`src/rtl/uart_rx_sis_if.sv`:
```
// Serial input and byte-delivery outputs of the UART1 receiver.
interface uart_rx_sis_if;
  logic       rx1;
  logic [7:0] data_out;
  logic       data_valid;
  logic       frame_err;
  logic       parity_err;
  logic       busy;

  modport master (input rx1, output data_out, data_valid, frame_err, parity_err, busy);
  modport slave  (output rx1, input data_out, data_valid, frame_err, parity_err, busy);
endinterface

```
`src/rtl/uart_rx_sis.sv`:
```
// UART1 receiver: oversampled 8N1 deserializer on clk_sis with framing error flag.
// Define UART_RX_PARITY_EN to add an even-parity bit between data and stop.
module uart_rx_sis #(
  parameter int CLKS_PER_BIT = 16,
  parameter int DATA_BITS    = 8
) (
  input logic            clk_sis,
  input logic            rst,
  uart_rx_sis_if.master  bus
);
  localparam logic [7:0] HALF_M1 = 8'(CLKS_PER_BIT/2 - 1);
  localparam logic [7:0] FULL_M1 = 8'(CLKS_PER_BIT - 1);
  localparam logic [2:0] LAST_BIT = 3'(DATA_BITS - 1);

  typedef enum logic [2:0] {
    IDLE, START, DATA,
`ifdef UART_RX_PARITY_EN
    PARITY,
`endif
    STOP, WAIT_IDLE
  } state_t;

  state_t                 state, state_n;
  logic [1:0]             sync;
  logic                   rx_s;
  logic [7:0]             cnt, cnt_n;
  logic [2:0]             bit_idx, bit_n;
  logic [DATA_BITS-1:0]   shift_reg;
  logic                   sample_data, ok, ferr;
`ifdef UART_RX_PARITY_EN
  logic                   par_bit, sample_par, perr;
`endif

  assign rx_s     = sync[1];
  assign bus.busy = (state != IDLE);

  always_ff @(posedge clk_sis) begin
    if (rst) begin
      sync           <= 2'b11;
      state          <= IDLE;
      cnt            <= '0;
      bit_idx        <= '0;
      shift_reg      <= '0;
      bus.data_out   <= 8'h00;
      bus.data_valid <= 1'b0;
      bus.frame_err  <= 1'b0;
`ifdef UART_RX_PARITY_EN
      par_bit        <= 1'b0;
      bus.parity_err <= 1'b0;
`endif
    end else begin
      sync           <= {sync[0], bus.rx1};
      state          <= state_n;
      cnt            <= cnt_n;
      bit_idx        <= bit_n;
      if (sample_data) shift_reg[bit_idx] <= rx_s;
      // Pulses register at the stop-bit sample edge; state is already back in IDLE.
      bus.data_valid <= ok;
      bus.frame_err  <= ferr;
      if (ok) bus.data_out <= shift_reg;
`ifdef UART_RX_PARITY_EN
      if (sample_par) par_bit <= rx_s;
      bus.parity_err <= perr;
`endif
    end
  end

`ifndef UART_RX_PARITY_EN
  assign bus.parity_err = 1'b0;
`endif

  always_comb begin
    state_n     = state;
    cnt_n       = cnt + 8'd1;
    bit_n       = bit_idx;
    sample_data = 1'b0;
    ok          = 1'b0;
    ferr        = 1'b0;
`ifdef UART_RX_PARITY_EN
    sample_par  = 1'b0;
    perr        = 1'b0;
`endif
    case (state)
      IDLE: begin
        cnt_n = '0;
        // Sync flops reset to 1 and IDLE is only entered with rx_s=1, so low here is a falling edge.
        if (!rx_s) begin
          state_n = START;
          bit_n   = '0;
        end
      end
      START: begin
        if (cnt == HALF_M1) begin
          cnt_n   = '0;
          state_n = rx_s ? IDLE : DATA;
        end
      end
      DATA: begin
        if (cnt == FULL_M1) begin
          cnt_n       = '0;
          sample_data = 1'b1;
          bit_n       = bit_idx + 3'd1;
          if (bit_idx == LAST_BIT) begin
`ifdef UART_RX_PARITY_EN
            state_n = PARITY;
`else
            state_n = STOP;
`endif
          end
        end
      end
`ifdef UART_RX_PARITY_EN
      PARITY: begin
        if (cnt == FULL_M1) begin
          cnt_n      = '0;
          sample_par = 1'b1;
          state_n    = STOP;
        end
      end
`endif
      STOP: begin
        if (cnt == FULL_M1) begin
          cnt_n = '0;
          if (rx_s) begin
            state_n = IDLE;
`ifdef UART_RX_PARITY_EN
            if (par_bit == ^shift_reg) ok = 1'b1;
            else                       perr = 1'b1;
`else
            ok = 1'b1;
`endif
          end else begin
            ferr    = 1'b1;
            state_n = WAIT_IDLE;
          end
        end
      end
      WAIT_IDLE: begin
        cnt_n = '0;
        if (rx_s) state_n = IDLE;
      end
      default: state_n = IDLE;
    endcase
  end
endmodule

```
`src/flat_wrapper.sv`:
```
// flat-port wrapper written by rule: the top's interface ports become plain ports
module uart_rx_sis_flat 
#(
  parameter int CLKS_PER_BIT = 16,
  parameter int DATA_BITS    = 8
)
  (clk_sis, rst, bus_rx1, bus_data_out, bus_data_valid, bus_frame_err, bus_parity_err, bus_busy);
  uart_rx_sis_if bus_i ();
  input logic clk_sis;
  input logic rst;
  input wire logic [$bits(bus_i.rx1)-1:0] bus_rx1;
  output wire logic [$bits(bus_i.data_out)-1:0] bus_data_out;
  output wire logic [$bits(bus_i.data_valid)-1:0] bus_data_valid;
  output wire logic [$bits(bus_i.frame_err)-1:0] bus_frame_err;
  output wire logic [$bits(bus_i.parity_err)-1:0] bus_parity_err;
  output wire logic [$bits(bus_i.busy)-1:0] bus_busy;
  assign bus_i.rx1 = bus_rx1;
  assign bus_data_out = bus_i.data_out;
  assign bus_data_valid = bus_i.data_valid;
  assign bus_frame_err = bus_i.frame_err;
  assign bus_parity_err = bus_i.parity_err;
  assign bus_busy = bus_i.busy;
  uart_rx_sis #(.CLKS_PER_BIT(CLKS_PER_BIT), .DATA_BITS(DATA_BITS)) u_core (.clk_sis(clk_sis), .rst(rst), .bus(bus_i));
endmodule
```
`config.mk`:
```
export PLATFORM = sky130hd
export DESIGN_NAME = uart_rx_sis_flat
export DESIGN_NICKNAME = d
export VERILOG_FILES = /design/src/rtl/uart_rx_sis_if.sv /design/src/rtl/uart_rx_sis.sv /design/src/flat_wrapper.sv
export SDC_FILE = /design/constraint.sdc
export NUM_CORES = 1
export LEC_CHECK = 0
export ABC_CLOCK_PERIOD_IN_PS = 3300
export CORE_MARGIN = 5
export CORE_UTILIZATION = 49
export CTS_BUF_LIST = sky130_fd_sc_hd__clkbuf_4 sky130_fd_sc_hd__clkbuf_8 sky130_fd_sc_hd__clkbuf_16
export DETAILED_ROUTE_END_ITERATION = 8
export PLACE_DENSITY_LB_ADDON = 0.25
export SLEW_MARGIN = 20
export SYNTH_ARGS = -nofsm -noshare
export SYNTH_HDL_FRONTEND = slang
export SYNTH_SLANG_ARGS = --single-unit
```
`constraint.sdc`:
```
create_clock -name clk_sis -period 3.3 [get_ports clk_sis]
set_input_delay 0.33 -clock clk_sis [delete_from_list [all_inputs] [get_ports clk_sis]]
set_output_delay 0.33 -clock clk_sis [all_outputs]
set_load 0.05 [all_outputs]
```
==> results_dict.tcl <==
set metrics [dict create \
    cts_made_buffers 5 \
    gr-total-overflow 0 \
    crit_path_top_delay_cell "clkdlybuf4s50_1" \
    layout.nets 180 \
    fmax_mhz 446 \
    syn_inst 164 \
    initial_core_util_pct 50.7 \
    root_buffer "clkbuf_4" \
    cp-end-kind "output port" \
    power.density_mw_per_mm2 400 \
    synth_most_common_cell "dfxtp_1" \
    h-tree-depth 2 \
    port_buffers 13 \
    synth.largest_area_cell "dfxtp_1" \
    dieArea_sq_mm 0.00438 \
    synth_area_leaders "dfxtp_1 (44%), mux2i_1 (10%), nand2_1 (6.3%), nand4_1 (4.0%), a31oi_1 (2.8%)" \
    p_switching_uw 168 \
    slowest_delay_ns 0.71 \
    netlist.area_leader.share_pct 44.0 \
    grt_max_degree 20 \
    io_pins 15 \
    hp-class "reg -> reg" \
    antenna_found_initial 0 \
    required_ns 2.97 \
    fillerInstances 286 \
    row_count 20 \
    placedCellCount 211 \
    area_growth_pct 13.1 \
    path_cells "or3_1 -> clkdlybuf4s50_1" \
    layout_setup_ws_ns 1.06 \
    gp_congestion 0.855 \
    worst_skew_pair.late_latency_ns 0.35 \
    crit_buf_inv 1 \
    syn_area_sq_mm 0.00155 \
    worstPathArrival_ns 1.91 \
    pwr-share-seq_pct 59.4 \
    rsz0062_at_grt "no" \
    place_ws_ns 0.850 \
    syn-num-nets 170 \
    crit_path_start_kind "flip-flop" \
    cts_tree "built" \
    slew_violations 0 \
    clkSinkCount 34 \
    initialDrtViolationCount 95 \
    outcome "completed" \
    wl_per_cell_um 14.7 \
    hold_viol_final 0 \
    ant_nets 0 \
    grt_pass1_vias 1131 \
    synth_edf_count 0 \
    worstMarginPinSlew_ns 0.622 \
    ff2ff_setup_slack_ns 1.16 \
    core_sq_mm 0.00305 \
    seq_area_frac_synth_pct 44.0 \
    die_w_um 66.2 \
    die_h_um 66.2 \
    relSlewSlack_pct 58.4 \
    syn_avg_cell_area_sq_um 9.44 \
    synthTopCellsByCount "dfxtp_1 (34), nand2_1 (26), mux2i_1 (16)" \
    leakagePower_uw 0.000651 \
    fin_cells 219 \
    ir_drop_uv 213 \
    routed_wl_um 3220 \
    place_area_sq_mm 0.00169 \
    diodes 0 \
    synth.distinct_cells 42 \
    final.period_utilization_pct 67.9 \
    via_per_inst 6.00 \
    max-cap-violations 0 \
    pwr-share-clk_pct 36.8 \
    combPwrFrac_pct 3.8 \
    fin_setup_tns_ns 0 \
    clk_path_buf_depth 2 \
    fin_skew_ns 0.0107 \
    dr_total_vias 1313 \
    place_hpwl_um 2230 \
    post_cts_buffers 0 \
    synth-main-ff-cell "dfxtp_1" \
    period_minus_slack_ns 2.24 \
    critPathMaxFanout 12 \
    drive_gt1_share_pct 9.14 \
    grt_pass1_wl_um 5420 \
    async_reset_ff_share_pct 0 \
    crit_type "reg -> out" \
    groute.usage.overall_pct 16.4 \
    internal_power_uw 532 \
    clk_pin_slew_ns 0.11 \
    dr.pass1.iters 4 \
    fin_area_sq_mm 0.00175 \
    ys_ff_latch 34 \
    switching_share_pct 24.0 \
    ys.warnings.count 0 \
    post-route-drc-count 0 \
    hold_buffers 0 \
    setup_viol 0 \
    cts_resized 0 \
    cp_top_family "buffers and inverters" \
]
## layout by cell type (no fill, tap or decap), types with 2 or more instances in the layout
cell type	netlist	routed
clkbuf_4	0	6
or3_1	2	2
a32oi_1	4	4
xor2_1	3	3
clkdlybuf4s50_1	0	13
nand3_1	2	2
o221ai_1	2	2
ha_1	3	3
nand2_1	26	26
or4_1	4	4
nand4_1	10	10
o21ai_0	2	2
nor2b_1	2	2
a31oi_1	7	7
inv_1	2	2
mux2i_1	16	16
or4b_2	2	2
nor4b_1	2	2
or2_2	3	3
nor2_1	4	4
dfxtp_1	34	34
nor4_1	4	4
nor3_1	3	3
## worst paths after layout
check	startpoint	endpoint	cells after the start
max reg2reg	u_core.cnt[0]	u_core.bus.data_out[6]	4
min	u_core.sync[0]	u_core.sync[1]	1
max	u_core.state[2]	bus_busy	2
min reg2reg	u_core.sync[0]	u_core.sync[1]	1
## cell families (layout without fill, tap and decap cells)
family	after synthesis	count (layout)	synth area share (%)
other	1	1	0.242
AO/OA/AOI/OAI	23	23	12.1
buffers and inverters	14	25	4.20
AND/OR/NAND/NOR	69	69	24.4
XOR/XNOR	4	4	2.26
adder cells (fa/ha/maj)	3	3	2.43
multiplexers	16	16	10.3
flip-flops	34	34	44.0
## layout make-up
class	count	area (sq um)	share of cell area, %
clock buffer	7	58.8	3.36
sequential	34	681	38.9
clock inverter	1	5.00	0.286
multi-input combinational	116	802	45.8
timing repair buffer	14	138	7.86
tap	44	55.1	3.15
inverter	3	11.3	0.643
## power groups by stage
stage | clock network [uW] | logic (uW) | registers, uW
finish | 258 | 26.5 | 416
global route | 277 | 29.3 | 417
CTS | 258 | 26.6 | 416
detailed placement | 0 | 26.6 | 425
global placement | 0 | 26.0 | 425
floorplan | 0 | 22.5 | 423
## layer usage
layer | routed length (um) | part of all wire, % | vias to the layer above | GRT usage [%]
li1 | - | - | 644 | -
met1 | 1510 | 47 | 622 | 21.4
met2 | 1450 | 45 | 37 | 22.8
met3 | 188 | 5.8 | 10 | 6.46
met4 | 72 | 2.2 | 0 | 8.63
met5 | 0 | 0 | - | 0
## worst reg2reg max path: stages, from the launching register on
cell     delay (ns)
dfxtp_1        0.36
ha_1           0.25
and4_1         0.52
nand4_1        0.59
mux2i_1        0.34
## through the flow
| stage | hold WS (ns) | power, uW | utilization [%] |
|---|---|---|---|
| CTS | 0.423 | 700 | 57.3 |
| global route | 0.448 | 723 | 57.3 |
| global placement | 0.392 | 451 | 55.2 |
| finish | 0.419 | 701 | 57.3 |
| floorplan | 0.389 | 445 | - |
| detailed placement | 0.398 | 452 | 55.2 |
No activity file was read; power rests on OpenSTA's default activity.
